[src/rtl/satagtx_rst_seq.sv]
// -----------------------------------------------------------------------------
// satagtx_rst_seq
//
// Reset sequencer for GTX tile0. Brings the tile up in the following order:
// tile GTXRESET pulse, wait for the tile PLL, then wait for a stable user-clock
// DCM lock, then pulse TXRESET/RXRESET. It waits for both channels' RESETDONE
// and reports link_rdy to the SATA link layer. Timeouts and lock loss go through
// a one-cycle RETRY state, with a bounded retry count before it parks in FAIL.
//
// Optional build macro: SATAGTX_RST_STATUS_EN
//   When defined, adds dbg_state[2:0], dbg_retry[2:0] and a sticky lock_lost
//   output. Sequencing is identical with or without it.
//
// Parameters
//   C_FAMILY      device family tag, no functional effect
//   C_GTXRST_CYC  clk cycles GTXRESET is held in GTXRST (>= 1)
//   C_LOCK_CYC    consecutive clk cycles of dcm_locked before user resets (>= 1)
//   C_USRRST_CYC  clk cycles TXRESET/RXRESET are held in USRRST (>= 1)
//   C_TMO_CYC     length, in clk cycles, of each wait state before timeout (>= 1)
//   C_MAX_RETRY   retries allowed before FAIL (0..7)
//
// Ports
//   clk         in   free-running system clock, independent of GTX clocks
//   rst_n       in   asynchronous active-low reset
//   plllkdet    in   GTX tile PLL lock (async, synchronized here)
//   dcm_locked  in   user-clock DCM lock (async, synchronized here)
//   resetdone0  in   channel 0 RESETDONE (async, synchronized here)
//   resetdone1  in   channel 1 RESETDONE (async, synchronized here)
//   restart     in   one-cycle clk-synchronous pulse: restart, clear retry count
//   gtxreset    out  tile GTXRESET
//   txreset     out  TXRESET for both channels
//   rxreset     out  RXRESET for both channels
//   link_rdy    out  high only while in READY
//   fail        out  high only while in FAIL
//   dbg_state   out  (macro only) FSM state, GTXRST=0 ... FAIL=7
//   dbg_retry   out  (macro only) current retry count
//   lock_lost   out  (macro only) sticky: lock lost while READY
//
// All outputs are registered from the current state, so each output changes
// on the cycle after its state is entered.
// -----------------------------------------------------------------------------
module satagtx_rst_seq #(
  parameter string       C_FAMILY     = "none",
  parameter int unsigned C_GTXRST_CYC = 16,
  parameter int unsigned C_LOCK_CYC   = 1024,
  parameter int unsigned C_USRRST_CYC = 8,
  parameter int unsigned C_TMO_CYC    = 65535,
  parameter int unsigned C_MAX_RETRY  = 7
) (
  input  logic       clk,
  input  logic       rst_n,
  input  logic       plllkdet,
  input  logic       dcm_locked,
  input  logic       resetdone0,
  input  logic       resetdone1,
  input  logic       restart,
  output logic       gtxreset,
  output logic       txreset,
  output logic       rxreset,
  output logic       link_rdy,
`ifdef SATAGTX_RST_STATUS_EN
  output logic [2:0] dbg_state,
  output logic [2:0] dbg_retry,
  output logic       lock_lost,
`endif
  output logic       fail
);

  localparam logic [2:0] S_GTXRST    = 3'd0;
  localparam logic [2:0] S_WAIT_PLL  = 3'd1;
  localparam logic [2:0] S_WAIT_DCM  = 3'd2;
  localparam logic [2:0] S_USRRST    = 3'd3;
  localparam logic [2:0] S_WAIT_DONE = 3'd4;
  localparam logic [2:0] S_READY     = 3'd5;
  localparam logic [2:0] S_RETRY     = 3'd6;
  localparam logic [2:0] S_FAIL      = 3'd7;

  // Counters hold "cycles already spent", so a state that must last N cycles
  // leaves when the count reaches N-1.
  localparam logic [15:0] GTXRST_LAST = 16'(C_GTXRST_CYC - 1);
  localparam logic [15:0] LOCK_LAST   = 16'(C_LOCK_CYC - 1);
  localparam logic [15:0] USRRST_LAST = 16'(C_USRRST_CYC - 1);
  localparam logic [15:0] TMO_LAST    = 16'(C_TMO_CYC - 1);
  localparam logic [2:0]  MAX_RETRY   = 3'(C_MAX_RETRY);

  // The family tag only labels the elaborated hierarchy.
  if (C_FAMILY == "none") begin : g_family_none
  end else begin : g_family_tagged
  end

  function automatic logic [15:0] sat_inc16(input logic [15:0] v);
    return (v == 16'hFFFF) ? v : v + 16'd1;
  endfunction

  function automatic logic [2:0] sat_inc_retry(input logic [2:0] v);
    return (v >= MAX_RETRY) ? v : v + 3'd1;
  endfunction

  logic [2:0]  state;
  logic [2:0]  state_nx;
  logic [15:0] timer;
  logic [15:0] lock_cnt;
  logic [2:0]  retry;

  logic rst_p0, rst_p1;
  logic pll_p0, pll_p1;
  logic dcm_p0, dcm_p1;
  logic done0_p0, done0_p1;
  logic done1_p0, done1_p1;

  logic rst_ok;
  logic pll_s;
  logic dcm_s;
  logic done_s;
  logic tmo;

  // ---- stage p0/p1: reset-release and input synchronizers ----
  // Assertion is asynchronous; release is seen by the FSM two clocks later.
  always_ff @(posedge clk or negedge rst_n) begin
    if (!rst_n) begin
      rst_p0 <= 1'b0;
      rst_p1 <= 1'b0;
    end else begin
      rst_p0 <= 1'b1;
      rst_p1 <= rst_p0;
    end
  end

  always_ff @(posedge clk or negedge rst_n) begin
    if (!rst_n) begin
      pll_p0 <= 1'b0;
      pll_p1 <= 1'b0;
    end else begin
      pll_p0 <= plllkdet;
      pll_p1 <= pll_p0;
    end
  end

  always_ff @(posedge clk or negedge rst_n) begin
    if (!rst_n) begin
      dcm_p0 <= 1'b0;
      dcm_p1 <= 1'b0;
    end else begin
      dcm_p0 <= dcm_locked;
      dcm_p1 <= dcm_p0;
    end
  end

  always_ff @(posedge clk or negedge rst_n) begin
    if (!rst_n) begin
      done0_p0 <= 1'b0;
      done0_p1 <= 1'b0;
      done1_p0 <= 1'b0;
      done1_p1 <= 1'b0;
    end else begin
      done0_p0 <= resetdone0;
      done0_p1 <= done0_p0;
      done1_p0 <= resetdone1;
      done1_p1 <= done1_p0;
    end
  end

  assign rst_ok = rst_p1;
  assign pll_s  = pll_p1;
  assign dcm_s  = dcm_p1;
  assign done_s = done0_p1 & done1_p1;
  assign tmo    = (timer >= TMO_LAST);

  // ---- stage p2: sequencing FSM ----
  always_comb begin
    state_nx = state;
    case (state)
      S_GTXRST: begin
        // The hold timer runs during reset-release synchronization, but the
        // state is never left before that synchronization has completed.
        if (rst_ok && (timer >= GTXRST_LAST)) state_nx = S_WAIT_PLL;
      end
      S_WAIT_PLL: begin
        if (pll_s)    state_nx = S_WAIT_DCM;
        else if (tmo) state_nx = S_RETRY;
      end
      S_WAIT_DCM: begin
        // Lock loss and timeout share one exit so a coincident pair retries once.
        if (!pll_s || tmo)                        state_nx = S_RETRY;
        else if (dcm_s && (lock_cnt >= LOCK_LAST)) state_nx = S_USRRST;
      end
      S_USRRST: begin
        if (timer >= USRRST_LAST) state_nx = S_WAIT_DONE;
      end
      S_WAIT_DONE: begin
        if (done_s)   state_nx = S_READY;
        else if (tmo) state_nx = S_RETRY;
      end
      S_READY: begin
        if (!pll_s || !dcm_s) state_nx = S_RETRY;
      end
      S_RETRY: begin
        state_nx = (retry >= MAX_RETRY) ? S_FAIL : S_GTXRST;
      end
      S_FAIL: begin
        state_nx = S_FAIL;
      end
      default: state_nx = S_GTXRST;
    endcase
    if (restart) state_nx = S_GTXRST;
  end

  always_ff @(posedge clk or negedge rst_n) begin
    if (!rst_n) begin
      state    <= S_GTXRST;
      timer    <= '0;
      lock_cnt <= '0;
      retry    <= '0;
    end else begin
      state <= state_nx;

      if (restart || (state_nx != state)) timer <= '0;
      else                                timer <= sat_inc16(timer);

      // Counts consecutive synced-lock samples taken while staying in WAIT_DCM.
      if ((state == S_WAIT_DCM) && (state_nx == S_WAIT_DCM) && dcm_s)
        lock_cnt <= sat_inc16(lock_cnt);
      else
        lock_cnt <= '0;

      if (restart)                retry <= '0;
      else if (state == S_RETRY)  retry <= sat_inc_retry(retry);
    end
  end

  // ---- stage p3: registered outputs ----
  always_ff @(posedge clk or negedge rst_n) begin
    if (!rst_n) begin
      gtxreset <= 1'b1;
      txreset  <= 1'b1;
      rxreset  <= 1'b1;
      link_rdy <= 1'b0;
      fail     <= 1'b0;
    end else begin
      gtxreset <= (state == S_GTXRST) || (state == S_RETRY) || (state == S_FAIL);
      txreset  <= !((state == S_WAIT_DONE) || (state == S_READY));
      rxreset  <= !((state == S_WAIT_DONE) || (state == S_READY));
      link_rdy <= (state == S_READY);
      fail     <= (state == S_FAIL);
    end
  end

`ifdef SATAGTX_RST_STATUS_EN
  always_ff @(posedge clk or negedge rst_n) begin
    if (!rst_n)                                     lock_lost <= 1'b0;
    else if (restart)                               lock_lost <= 1'b0;
    else if ((state == S_READY) && (!pll_s || !dcm_s)) lock_lost <= 1'b1;
  end

  assign dbg_state = state;
  assign dbg_retry = retry;
`endif

endmodule

[config.mk]
export PLATFORM = sky130hd
export DESIGN_NAME = satagtx_rst_seq
export DESIGN_NICKNAME = d
export VERILOG_FILES = /design/src/rtl/satagtx_rst_seq.sv
export SDC_FILE = /design/constraint.sdc
export NUM_CORES = 1
export LEC_CHECK = 0
export CAP_MARGIN = 20
export CORE_ASPECT_RATIO = 1.1
export CORE_MARGIN = 3
export CORE_UTILIZATION = 52
export DETAILED_ROUTE_END_ITERATION = 7
export GPL_TIMING_DRIVEN = 0
export PLACE_DENSITY = 0.81
export SYNTH_ARGS = -nofsm -noshare
export SYNTH_HDL_FRONTEND = slang
export SYNTH_SLANG_ARGS = --single-unit
[constraint.sdc]
create_clock -name clk -period 2.3 [get_ports clk]
set_input_delay 0.345 -clock clk [delete_from_list [all_inputs] [get_ports clk]]
set_output_delay 0.345 -clock clk [all_outputs]
set_load 0.005 [all_outputs]
==> metrics.md, run 1 <==
| Metric | Value |
|---|---|
| DIE WIDTH | `roughly 75 um` |
| Ys async rst share | `1.000` |
| Grt met2 use | `0.2779` |
| Largest net degree at the start of global routing | `32` |
| Synth Warn # | `0` |
| Peak VDD IR | `0.3075 mV` |
| Synth Register Bits | `between 50 and 60` |
| DR iter-0 viols | `roughly 190` |
| Die area | `6123 um2` |
| Total gr overflow | `0` |
| WHS | `-0.01168 ns` |
| Reg area | `around 1300 um2` |
| Clock Tree Buf Depth | `2` |
| TritonCTS clock tree | `done` |
| DRT antenna net count | `0` |
| Antenna violations before repair | `0` |
| Fillers | `385` |
| Final Critical Period | `2.155 ns` |
| Leakage | `1.279 nW` |
| Tot Pwr | `1.518 mW` |
| GP Congestion | `~0.86` |
| Placed cell areas | `2918 um2` |
| Startpoint types | `flip-flop` |
| Final hold viol count | `7` |
| DR WL/cell | `~14 um` |
| HPWL Detailed | `3436 um` |
| Nets | `roughly 300` |
| Multi-input logic area | `1318 um2` |
| RSZ-0062 raised after global routing | `false` |
| Tcrit/Tclk final | `0.9369` |
| Average size of a mapped cell | `10.52 um2` |
| Clk Latency, worst-skew pair | `about 0.31 ns` |
| Max-cap violations | `0` |
| Failing checks | `negative hold slack` |
| Cell count after synthesis | `258` |
| Netlist Area Pre-Place | `2714 um2` |
| Starting Density | `0.5599` |
| Slew HR | `0.5860` |
| CTS root buffer | `clkbuf_8` |
| I/O Buffers | `10` |
| Post-route DRC violation count | `0` |
| Global-route wire length before repair | `8155 um` |
| Final-report setup violation count | `0` |
| Clock sinks | `52` |
| Layout cell share with drive strength beyond 1 | `0.1993` |
| Grt met3 use | `0.03917` |
| Primary FF master, synth | `dfrtp_1` |
| Worst Setup Slack, final | `roughly 0.15 ns` |
| Clock transition at path regs | `around 0.090 ns` |
| Reg2Reg Depth | `8` |
| Slew at the pin with the worst max-slew slack | `0.6153 ns` |
| Routed WL | `4704 um` |
| Grt peak-use layer | `met2` |
| Drt first pass iters | `4` |
| Core Region | `4847 um2` |
| Max FO, Critical Path | `4` |
| Worst min path class | `input port to async pin` |
| TritonCTS Buffers | `5` |
| Unique cell type count in the Yosys netlist | `62` |
| Met1 Usage GRT | `0.2226` |
| Max-slew violation count | `0` |
| Sequential share of the synthesized area | `0.4804` |
| CP Capture Type | `flip-flop` |
| Pwr Density | `496.3 nW/um2` |
| EDFF count, synth | `0` |
| N_diodes | `0` |
| I/O pins | `12` |
| GRT Util Overall | `0.1726` |
| # rows | `26` |
| Design Area, Final | `3058 um2` |
| Synthesis-to-layout area growth | `12.68%` |
| H-Tree Depth | `2` |
| Worst-case clock skew | `0.008130 ns` |
| Critical Path RT | `2.52 ns` |
| Dpl ws | `-0.04352 ns` |
| Die Height | `81.77 um` |
| Fmax | `about 0.46 GHz` |
| Vias in the first global route | `around 1900` |
| WS Path Type | `flip-flop to flip-flop` |
| Vias | `1914` |
| Status | `complete, but fails checks` |
| Critical Path AT | `2.37 ns` |
| Vias/cell | `5.596` |
critical path, stage by stage, from the launching register on:
cell and delay, ns:
dfrtp_1 0.42, ha_1 0.21, ha_1 0.22, o311a_1 0.38
or2_4 0.29, a21oi_4 0.14, nor3_4 0.07, buf_4 0.16
nor3_1 0.18
cells in the final DEF, fill, tap and decap left out, drive strengths merged, types with 3 or more instances in the layout:
cell type	Yosys	final
xnor2	8	8
dfrtp	50	50
buf	6	12
conb	2	7
inv	6	6
ha	5	5
o21ai	10	10
nor3	23	23
clkbuf	5	10
nand3	10	10
clkinv	0	3
xor2	13	13
or3	4	4
nor4	5	5
nand2	26	26
nor2	23	23
clkdlybuf4s50	0	9
or2	3	3
nand4	8	8
a21oi	9	9
and3	7	7
metrics by stage:
stage | setup TNS, ns | cells | util
CTS | 0 | 339 | 0.6216
finish | 0 | 342 | 0.6309
global placement | -27.97 | 329 | 0.5989
detailed placement | -0.3633 | 330 | 0.6020
floorplan | 0 | 263 | -
global route | 0 | 342 | 0.6309
registers in the layout, indices dropped and copies added (netlist names), 3 cells and up:
signal and count:
lock_cnt 16, state 3, retry 3, timer 16
worst paths after layout:
check	from	endpoint	slack (ns)
max reg2reg	retry[0]	timer[1]	0.15
max in group asynchronous	rst_n	timer[8]	1.78
max	retry[0]	timer[1]	0.15
min	rst_n	lock_cnt[9]	-0.01
min reg2reg	rst_p0	rst_ok	0.36
min in group clk	restart	retry[2]	0.31
routing by layer:
| layer | vias to the layer above | routed length, um |
|---|---|---|
| li1 | 962 | - |
| met1 | 903 | 2197 |
| met2 | 40 | 2260 |
| met3 | 9 | 171 |
| met4 | 0 | 74 |
| met5 | - | 0 |
where the power goes:
part,total [mW],internal [mW],switching (mW)
sequential,0.947,0.932,0.0147
combinational,0.0664,0.0255,0.0408
clock,0.504,0.212,0.292
total,1.52,1.17,0.348
logic make-up (layout without fill, tap and decap cells):
kind of cell / count (synthesis) / in the layout / share of synthesized area
adders and majority gates: 5 / 5 / 0.02305
DFF: 52 / 52 / 0.4804
muxes: 1 / 1 / 0.004149
other: 2 / 7 / 0.002767
buffers and inverters: 17 / 40 / 0.04933
xor gates and xnor gates: 21 / 21 / 0.06777
AOI/OAI and AO/OA: 35 / 35 / 0.1014
and+or+nand+nor: 125 / 125 / 0.2711
cell type report:
type	count	area share
repair buffers	15	0.04746
clock buffers	5	0.02250
clock inverters	3	0.006137
well taps	56	0.02291
multi-input cells	194	0.4309
inverters	6	0.007365
flip-flops and latches	52	0.4264
plain buffers	11	0.03642
Yosys cell counts (2+ instances only):
master	n	area, um2
xnor2_1	8	70.07
ha_1	5	62.56
or2b_1	2	15.01
nor3_1	12	60.06
or2_2	2	12.51
nand2b_1	2	12.51
and3_1	7	43.79
nor3b_1	2	15.01
or3_1	3	18.77
buf_6	4	45.04
conb_1	2	7.510
clkbuf_8	3	41.29
dfrtp_1	50	1251
a41oi_1	2	17.52
nand3_1	9	45.04
nor3_2	10	100.1
xor2_1	13	113.9
o21ai_0	9	45.04
dfstp_2	2	52.55
nor4_1	4	25.02
nor2_1	23	86.33
nand4_1	8	50.05
nand2_1	25	93.84
inv_1	6	22.52
a21oi_1	8	40.04
timing repair:
item | 4_1_cts | 5_1_grt
gates resized for setup | 1 | 5
hold buffers | 0 | 0
buffers inserted | 1 | 3
pin swaps | 1 | 1
endpoints found under the setup margin | 10 | 14
No activity file was read; power rests on OpenSTA's default activity.
==> run 2, diff against run 1 <==
--- a/config.mk
+++ b/config.mk
@@ -8,10 +8,10 @@
 export CAP_MARGIN = 20
 export CORE_ASPECT_RATIO = 1.1
 export CORE_MARGIN = 3
-export CORE_UTILIZATION = 52
+export CORE_UTILIZATION = 60
 export DETAILED_ROUTE_END_ITERATION = 7
 export GPL_TIMING_DRIVEN = 0
-export PLACE_DENSITY = 0.81
+export PLACE_DENSITY = 0.87
 export SYNTH_ARGS = -nofsm -noshare
 export SYNTH_HDL_FRONTEND = slang
 export SYNTH_SLANG_ARGS = --single-unit
==> constraint.sdc (replaced) <==
create_clock -name clk -period 2 [get_ports clk]
set_input_delay 0.3 -clock clk [delete_from_list [all_inputs] [get_ports clk]]
set_output_delay 0.3 -clock clk [all_outputs]
set_load 0.005 [all_outputs]
==> run 2 against run 1 <==
The run ends with negative setup slack left; non-clock buffer count is 37 higher; critical path depth stayed put; die area is 12% lower; highest routed layer unchanged.
==> metrics.md, run 2 (synthesis gave the netlist of run 1 again) <==
| Metric | Value |
|---|---|
| Vias in the first global route | `2166 (was 1860)` |
| Critical-path top delay cell | `dfrtp_2 (was dfrtp_1)` |
| Startpoint types | `flip-flop (unchanged)` |
| Fillers | `233 (was 385)` |
| Layout cell share with drive strength beyond 1 | `0.3746 (was 0.1993)` |
| Slew at the pin with the worst max-slew slack | `0.6106 ns (was 0.6153 ns)` |
| N_diodes | `0 (unchanged)` |
| Most common cell after layout, fill and taps aside | `dfrtp_1 (unchanged)` |
| Final-report setup violation count | `26 (was 0)` |
| Sw frac | `0.2415 (was 0.2290)` |
| CP Capture Type | `flip-flop (unchanged)` |
| RSZ-0062 raised after global routing | `true (was false)` |
| Clock transition at path regs | `0.10 ns (was 0.09 ns)` |
| Peak VDD IR | `0.3947 mV (was 0.3075 mV)` |
| Die area | `5367 um2 (was 6123 um2)` |
| Tcrit/Tclk final | `1.092 (was 0.9369)` |
| Worst min path class | `input port to flip-flop (was input port to async pin)` |
| Core Region | `4317 um2 (was 4847 um2)` |
| Vias/cell | `6.061 (was 5.596)` |
| I/O Buffers | `10 (unchanged)` |
| Critical Path RT | `2.24 ns (was 2.52 ns)` |
| Combinational Power Share | `0.071 (was 0.044)` |
| Most frequent cells in the layout | `dfrtp_1 (40), buf_4 (36), nand2_1 (25) (was dfrtp_1 (50), nand2_1 (25), nor2_1 (23))` |
| Worst-case clock skew | `0.01233 ns (was 0.008130 ns)` |
| Slew HR | `0.5886 (was 0.5860)` |
| TritonCTS clock tree | `done (unchanged)` |
| Top Registers | `lock_cnt (16), timer (16) (unchanged)` |
| Total gr overflow | `0 (unchanged)` |
| HPWL Detailed | `3607 um (was 3436 um)` |
| GP Congestion | `0.9441 (was 0.8607)` |
| Leakage | `1.480 nW (was 1.279 nW)` |
| Max FO, Critical Path | `7 (was 4)` |
| Cell-internal power | `1.415 mW (was 1.170 mW)` |
| Final hold viol count | `0 (was 7)` |
| Max-slew violation count | `0 (unchanged)` |
| Antenna violations before repair | `0 (unchanged)` |
| I/O pins | `12 (unchanged)` |
| Clk Latency, worst-skew pair | `0.31 ns (about the same)` |
| Critical Path AT | `2.42 ns (was 2.37 ns)` |
| Clock Tree Buf Depth | `2 (unchanged)` |
| DR WL/cell | `18.97 um (was 13.75 um)` |
| Routed WL | `7152 um (was 4704 um)` |
| WS Path Type | `flip-flop to flip-flop (unchanged)` |
| DIE WIDTH | `70.13 um (was 74.88 um)` |
| Clock sinks | `52 (unchanged)` |
| GRT Util Overall | `0.2417 (was 0.1726)` |
| Die Height | `76.54 um (was 81.77 um)` |
| Worst Setup Slack, final | `-0.1841 ns (was 0.1452 ns)` |
| DRT antenna net count | `0 (unchanged)` |
| CP max stage delay | `0.47 ns (was 0.42 ns)` |
| Fmax | `0.4579 GHz (was 0.4641 GHz)` |
| Nets | `334 (was 297)` |
| CTS root buffer | `clkbuf_8 (unchanged)` |
| Synthesis-to-layout area growth | `33.38% (was 12.68%)` |
| Status | `complete, but fails checks (unchanged)` |
| Clock power share | `0.343 (was 0.332)` |
| TritonCTS Buffers | `5 (unchanged)` |
| # rows | `25 (was 26)` |
| Worst path cell trace | `ha_4 > a21oi_1 > nand4_1 > nor2b_4 > a2111oi_4 > nand2_4 > clkbuf_16 > nor3_2 (was ha_1 > ha_1 > o311a_1 > or2_4 > a21oi_4 > nor3_4 > buf_4 > nor3_1)` |
| Vias | `2285 (was 1914)` |
| Register share of total power | `0.586 (was 0.624)` |
| Final core occ | `0.8386 (was 0.6309)` |
| Final Critical Period | `2.184 ns (was 2.155 ns)` |
| Drt first pass iters | `5 (was 4)` |
| DR iter-0 viols | `177 (was 194)` |
| Post-route DRC violation count | `0 (unchanged)` |
| H-Tree Depth | `2 (unchanged)` |
| WHS | `0.2465 ns (was -0.01168 ns)` |
| Largest net degree at the start of global routing | `30 (was 32)` |
| Max-cap violations | `0 (unchanged)` |
| Starting Density | `0.6287 (was 0.5599)` |
| Sw Pwr | `0.4506 mW (was 0.3475 mW)` |
| Failing checks | `negative setup slack (was negative hold slack)` |
| Pwr Density | `515.5 nW/um2 (was 496.3 nW/um2)` |
| Global-route wire length before repair | `10300 um (was 8155 um)` |
run 2: changes by cell type in the layout (fill, tap and decap cells not counted), moves of 4 or more:
cell	delta
buf_4	+31
dfrtp_1	-10
dfrtp_2	+10
ha_1	-4
nor3_1	-6
nor3_4	+5
nor4_4	+4
run 2: power groups by stage:
stage	registers, mW	logic (mW)	clock network [mW]
floorplan	1.11	0.0354	0
global placement	1.11	0.0708	0
detailed placement	1.11	0.0763	0
CTS	1.09	0.102	0.635
global route	1.10	0.144	0.687
finish	1.09	0.132	0.640
run 2: final cells by class:
| type | instances | area (um2) | share of cell area |
|---|---|---|---|
| multi-input cells | 194 | 1533 | 0.4234 |
| inverters | 6 | 25.02 | 0.006913 |
| repair buffers | 52 | 457.9 | 0.1265 |
| plain buffers | 11 | 126.4 | 0.03491 |
| clock buffers | 7 | 86.33 | 0.02385 |
| well taps | 54 | 67.56 | 0.01867 |
| flip-flops and latches | 52 | 1316 | 0.3636 |
| clock inverters | 1 | 7.507 | 0.002074 |
run 2: through the flow:
stage	power, mW	instance area [um2]	setup slack (ns)	setup TNS (ns)	std cells
6_report	1.866	3620	-0.1841	-3.164	377
5_1_grt	1.926	3620	-0.3116	-6.179	377
4_1_cts	1.824	3351	-0.04770	-0.5324	364
3_5_place_dp	1.186	2920	-0.1882	-3.050	328
3_3_place_gp	1.179	2905	-0.7974	-41.79	327
2_1_floorplan	1.141	2738	0.02346	0	263
run 2: metal layers:
layer | track usage | wire [um] | up-vias
met4 | 0.09579 | 262 | 0
met3 | 0.03826 | 289 | 30
li1 | - | - | 1031
met5 | 0 | 0 | -
met1 | 0.2998 | 2767 | 1148
met2 | 0.4187 | 3833 | 76
run 2: what timing repair did:
action	4_1_cts	5_1_grt
resized for setup	31	31
buffers inserted	26	12
pin swaps	17	15
setup endpoints to repair	26	26
hold endpoints to repair	23	0
hold buffers	1	0
cloned	1	1
run 2: critical path: cells and delay by family (launching register included):
kind / cells / cell delay [ns]
compound gates: 2 / 0.48
simple gates: 4 / 0.76
fa+ha+maj: 1 / 0.20
flops: 1 / 0.47
buf+inv: 1 / 0.20
run 2: worst paths after layout:
check,from,endpoint,slack [ns],cells past startpoint
min in group asynchronous,rst_n,lock_cnt[2],0.50,2
max in group asynchronous,rst_n,gtxreset,0.89,3
max,timer[1],timer[12],-0.18,8
min,restart,retry[2],0.25,2
min reg2reg,pll_p0,pll_p1,0.36,0
max reg2reg,timer[1],timer[12],-0.18,8
==> run 3, diff against run 2 <==
--- a/config.mk
+++ b/config.mk
@@ -10,6 +10,7 @@
 export CORE_MARGIN = 3
 export CORE_UTILIZATION = 60
 export DETAILED_ROUTE_END_ITERATION = 7
+export GPL_ROUTABILITY_DRIVEN = 0
 export GPL_TIMING_DRIVEN = 0
 export PLACE_DENSITY = 0.87
 export SYNTH_ARGS = -nofsm -noshare
==> run 3 against run 2 <==
Clock skew decreased by 0.0028 ns; clock power decreased by 3%; power decreased by 1.9%; via count increased by 0.88%; critical path type unchanged; critical path depth decreased by 1; first-iteration DRC count increased by 45%; cell count decreased by 1.6%; register-to-register slack improved by 0.03 ns; the run still ends with negative setup slack left; design area decreased by 2.1%; highest routed layer unchanged; sequential power about the same; sequential share of layout area increased by 0.82 points.
==> metrics.md, run 3 (synthesis gave the netlist of run 1 again) <==
| Metric | Value |
|---|---|
| Status | `complete, but fails checks (unchanged)` |
| Failing checks | `negative setup slack (unchanged)` |
| Worst min path class | `input port to flip-flop (unchanged)` |
| Setup TNS | `-3.441 ns (was -3.164 ns)` |
| Worst Setup Slack, final | `-0.1590 ns (was -0.1841 ns)` |
| # rows | `25 (unchanged)` |
| Clock sinks | `52 (unchanged)` |
| Cell-internal power | `1.400 mW (was 1.415 mW)` |
| Clock power share | `0.339 (was 0.343)` |
| CP top delay family | `simple AND/OR/NAND/NOR gates (unchanged)` |
| DRT antenna net count | `0 (unchanged)` |
| Die Height | `76.54 um (unchanged)` |
| Layout cell share with drive strength beyond 1 | `0.3659 (was 0.3746)` |
| Routed WL | `7242 um (was 7152 um)` |
| Critical Path AT | `2.35 ns (was 2.42 ns)` |
| Largest net degree at the start of global routing | `36 (was 30)` |
| TritonCTS Buffers | `5 (unchanged)` |
| H-Tree Depth | `2 (unchanged)` |
| Leakage | `1.436 nW (was 1.480 nW)` |
| Clk Latency, worst-skew pair | `0.31 ns (about the same)` |
| Register share of total power | `0.596 (was 0.586)` |
| I/O Buffers | `10 (unchanged)` |
| Buf/Inv on CP | `1 (unchanged)` |
| Sw Pwr | `0.4307 mW (was 0.4506 mW)` |
| Peak VDD IR | `0.4396 mV (was 0.3947 mV)` |
| DIE WIDTH | `70.13 um (unchanged)` |
| Reg2Reg Depth | `7 (was 8)` |
| Fillers | `223 (was 233)` |
| RSZ-0062 raised after global routing | `true (unchanged)` |
| Critical Path RT | `2.19 ns (was 2.24 ns)` |
| Drt first pass iters | `5 (unchanged)` |
| Final-report setup violation count | `27 (was 26)` |
| CP Capture Type | `flip-flop (unchanged)` |
| Reg area | `1318 um2 (was 1316 um2)` |
| Die area | `5367 um2 (unchanged)` |
| Tcrit/Tclk final | `1.079 (was 1.092)` |
| Total gr overflow | `0 (unchanged)` |
| Nets | `328 (was 334)` |
| Max FO, Critical Path | `8 (was 7)` |
| Max-slew violation count | `0 (unchanged)` |
| Max-cap violations | `0 (unchanged)` |
| Vias/cell | `6.213 (was 6.061)` |
| Worst-case clock skew | `0.009516 ns (was 0.01233 ns)` |
| TritonCTS clock tree | `done (unchanged)` |
| Global-route wire length before repair | `10090 um (was 10300 um)` |
| Synthesis-to-layout area growth | `30.57% (was 33.38%)` |
| Clock Tree Buf Depth | `2 (unchanged)` |
| HPWL Detailed | `3507 um (was 3607 um)` |
| N_diodes | `0 (unchanged)` |
| Slew at the pin with the worst max-slew slack | `0.7048 ns (was 0.6106 ns)` |
| Slew HR | `0.5265 (was 0.5886)` |
| CP max stage delay | `0.48 ns (was 0.47 ns)` |
| Number of cells on the worst hold path | `2 (unchanged)` |
| Pwr Density | `516.6 nW/um2 (was 515.5 nW/um2)` |
| Worst path cell trace | `nand4_1 > or3_4 > or2_2 > buf_6 > or4b_1 > xor2_1 > nor3_2 (was ha_4 > a21oi_1 > nand4_1 > nor2b_4 > a2111oi_4 > nand2_4 > clkbuf_16 > nor3_2)` |
| I/O pins | `12 (unchanged)` |
| Most frequent cells in the layout | `dfrtp_1 (39), buf_4 (30), nand2_1 (25) (was dfrtp_1 (40), buf_4 (36), nand2_1 (25))` |
| Antenna violations before repair | `0 (unchanged)` |
| WS Path Type | `flip-flop to flip-flop (unchanged)` |
| Vias in the first global route | `2161 (was 2166)` |
| Multi-input logic area | `1514 um2 (was 1533 um2)` |
| Post-route DRC violation count | `0 (unchanged)` |
| Final hold viol count | `0 (unchanged)` |
| Vias | `2305 (was 2285)` |
| Core Region | `4317 um2 (unchanged)` |
| Most common cell after layout, fill and taps aside | `dfrtp_1 (unchanged)` |
| Final Critical Period | `2.159 ns (was 2.184 ns)` |
| Startpoint types | `flip-flop (unchanged)` |
| Dpl ws | `-0.1738 ns (was -0.1882 ns)` |
| Sw frac | `0.2353 (was 0.2415)` |
| Crit path depth | `7 (was 8)` |
| Fmax | `0.4632 GHz (was 0.4579 GHz)` |
| Combinational Power Share | `0.065 (was 0.071)` |
| DR WL/cell | `19.52 um (was 18.97 um)` |
| CTS root buffer | `clkbuf_8 (unchanged)` |
| Starting Density | `0.6287 (unchanged)` |
| Clock transition at path regs | `0.09 ns (was 0.10 ns)` |
| DR iter-0 viols | `256 (was 177)` |
| Top Registers | `lock_cnt (16), timer (16) (unchanged)` |
| GRT Util Overall | `0.2362 (was 0.2417)` |
| Critical-path top delay cell | `dfrtp_1 (was dfrtp_2)` |
==> run 3: cell count changes in the layout (fill, tap and decap cells not counted), sizes merged <==
cell / before / now
clkinvlp: 1 / 0
clkbuf: 12 / 10
o21ai: 10 / 11
buf: 48 / 42
clkinv: 0 / 2
==> run 3: power by group through the flow <==
stage | Sequential, mW | Clock (mW) | Combinational (mW)
after floorplan | 1.11 | 0 | 0.0354
final | 1.09 | 0.621 | 0.119
after detailed placement | 1.11 | 0 | 0.0756
after global placement | 1.11 | 0 | 0.0707
after global routing | 1.09 | 0.673 | 0.131
after CTS | 1.09 | 0.620 | 0.0927
==> run 3: repair_timing <==
action | CTS | global route
hold buffers | 1 | 0
endpoints found under the hold margin | 15 | 0
setup endpoints to repair | 26 | 27
gates cloned | 2 | 1
gates resized for setup | 28 | 33
buffers inserted | 18 | 16
pin swaps | 27 | 23
==> run 3: metrics by stage <==
stage	util	hold slack, ns	instances	area, um2	power [mW]
6_report	0.8209	0.2627	371	3543	1.830
3_3_place_gp	0.6730	0.3318	327	2905	1.179
5_1_grt	0.8209	0.2759	371	3543	1.895
4_1_cts	0.7542	0.2656	356	3256	1.800
3_5_place_dp	0.6765	0.2537	328	2920	1.185
2_1_floorplan	-	0.004409	263	2738	1.141
==> run 3: final timing paths <==
path	from	to	slack (ns)
worst max-delay path	timer[5]	timer[7]	-0.16
worst min-delay path	restart	retry[2]	0.26
worst max register to register	timer[5]	timer[7]	-0.16
worst min register to register	pll_p0	pll_p1	0.35
max in group asynchronous	rst_n	timer[1]	1.01
min in group asynchronous	rst_n	lock_cnt[9]	0.45
==> run 3: metal layers <==
layer  vias up  share of wire  GRT usage  routed length [um]
met4         0          0.031     0.1034                 221
met1      1146           0.38     0.2826                2722
met2       107           0.54     0.4130                3935
li1       1024              -          -                   -
met5         -              0          0                   0
met3        28          0.050    0.04090                 363
==> run 3: worst register-to-register path: stages, from the launching register on <==
cell and delay (ns):
dfrtp_1 0.48, nand4_1 0.23, or3_4 0.45, or2_2 0.30
buf_6 0.14, or4b_1 0.18, xor2_1 0.20, nor3_2 0.07
==> run 3: cell type report <==
class | instances | area share
multi-input cells | 195 | 0.4273
flip-flops and latches | 52 | 0.3718
repair buffers | 48 | 0.1229
plain buffers | 8 | 0.02578
clock buffers | 6 | 0.02331
well taps | 54 | 0.01907
inverters | 6 | 0.007062
clock inverters | 2 | 0.002825
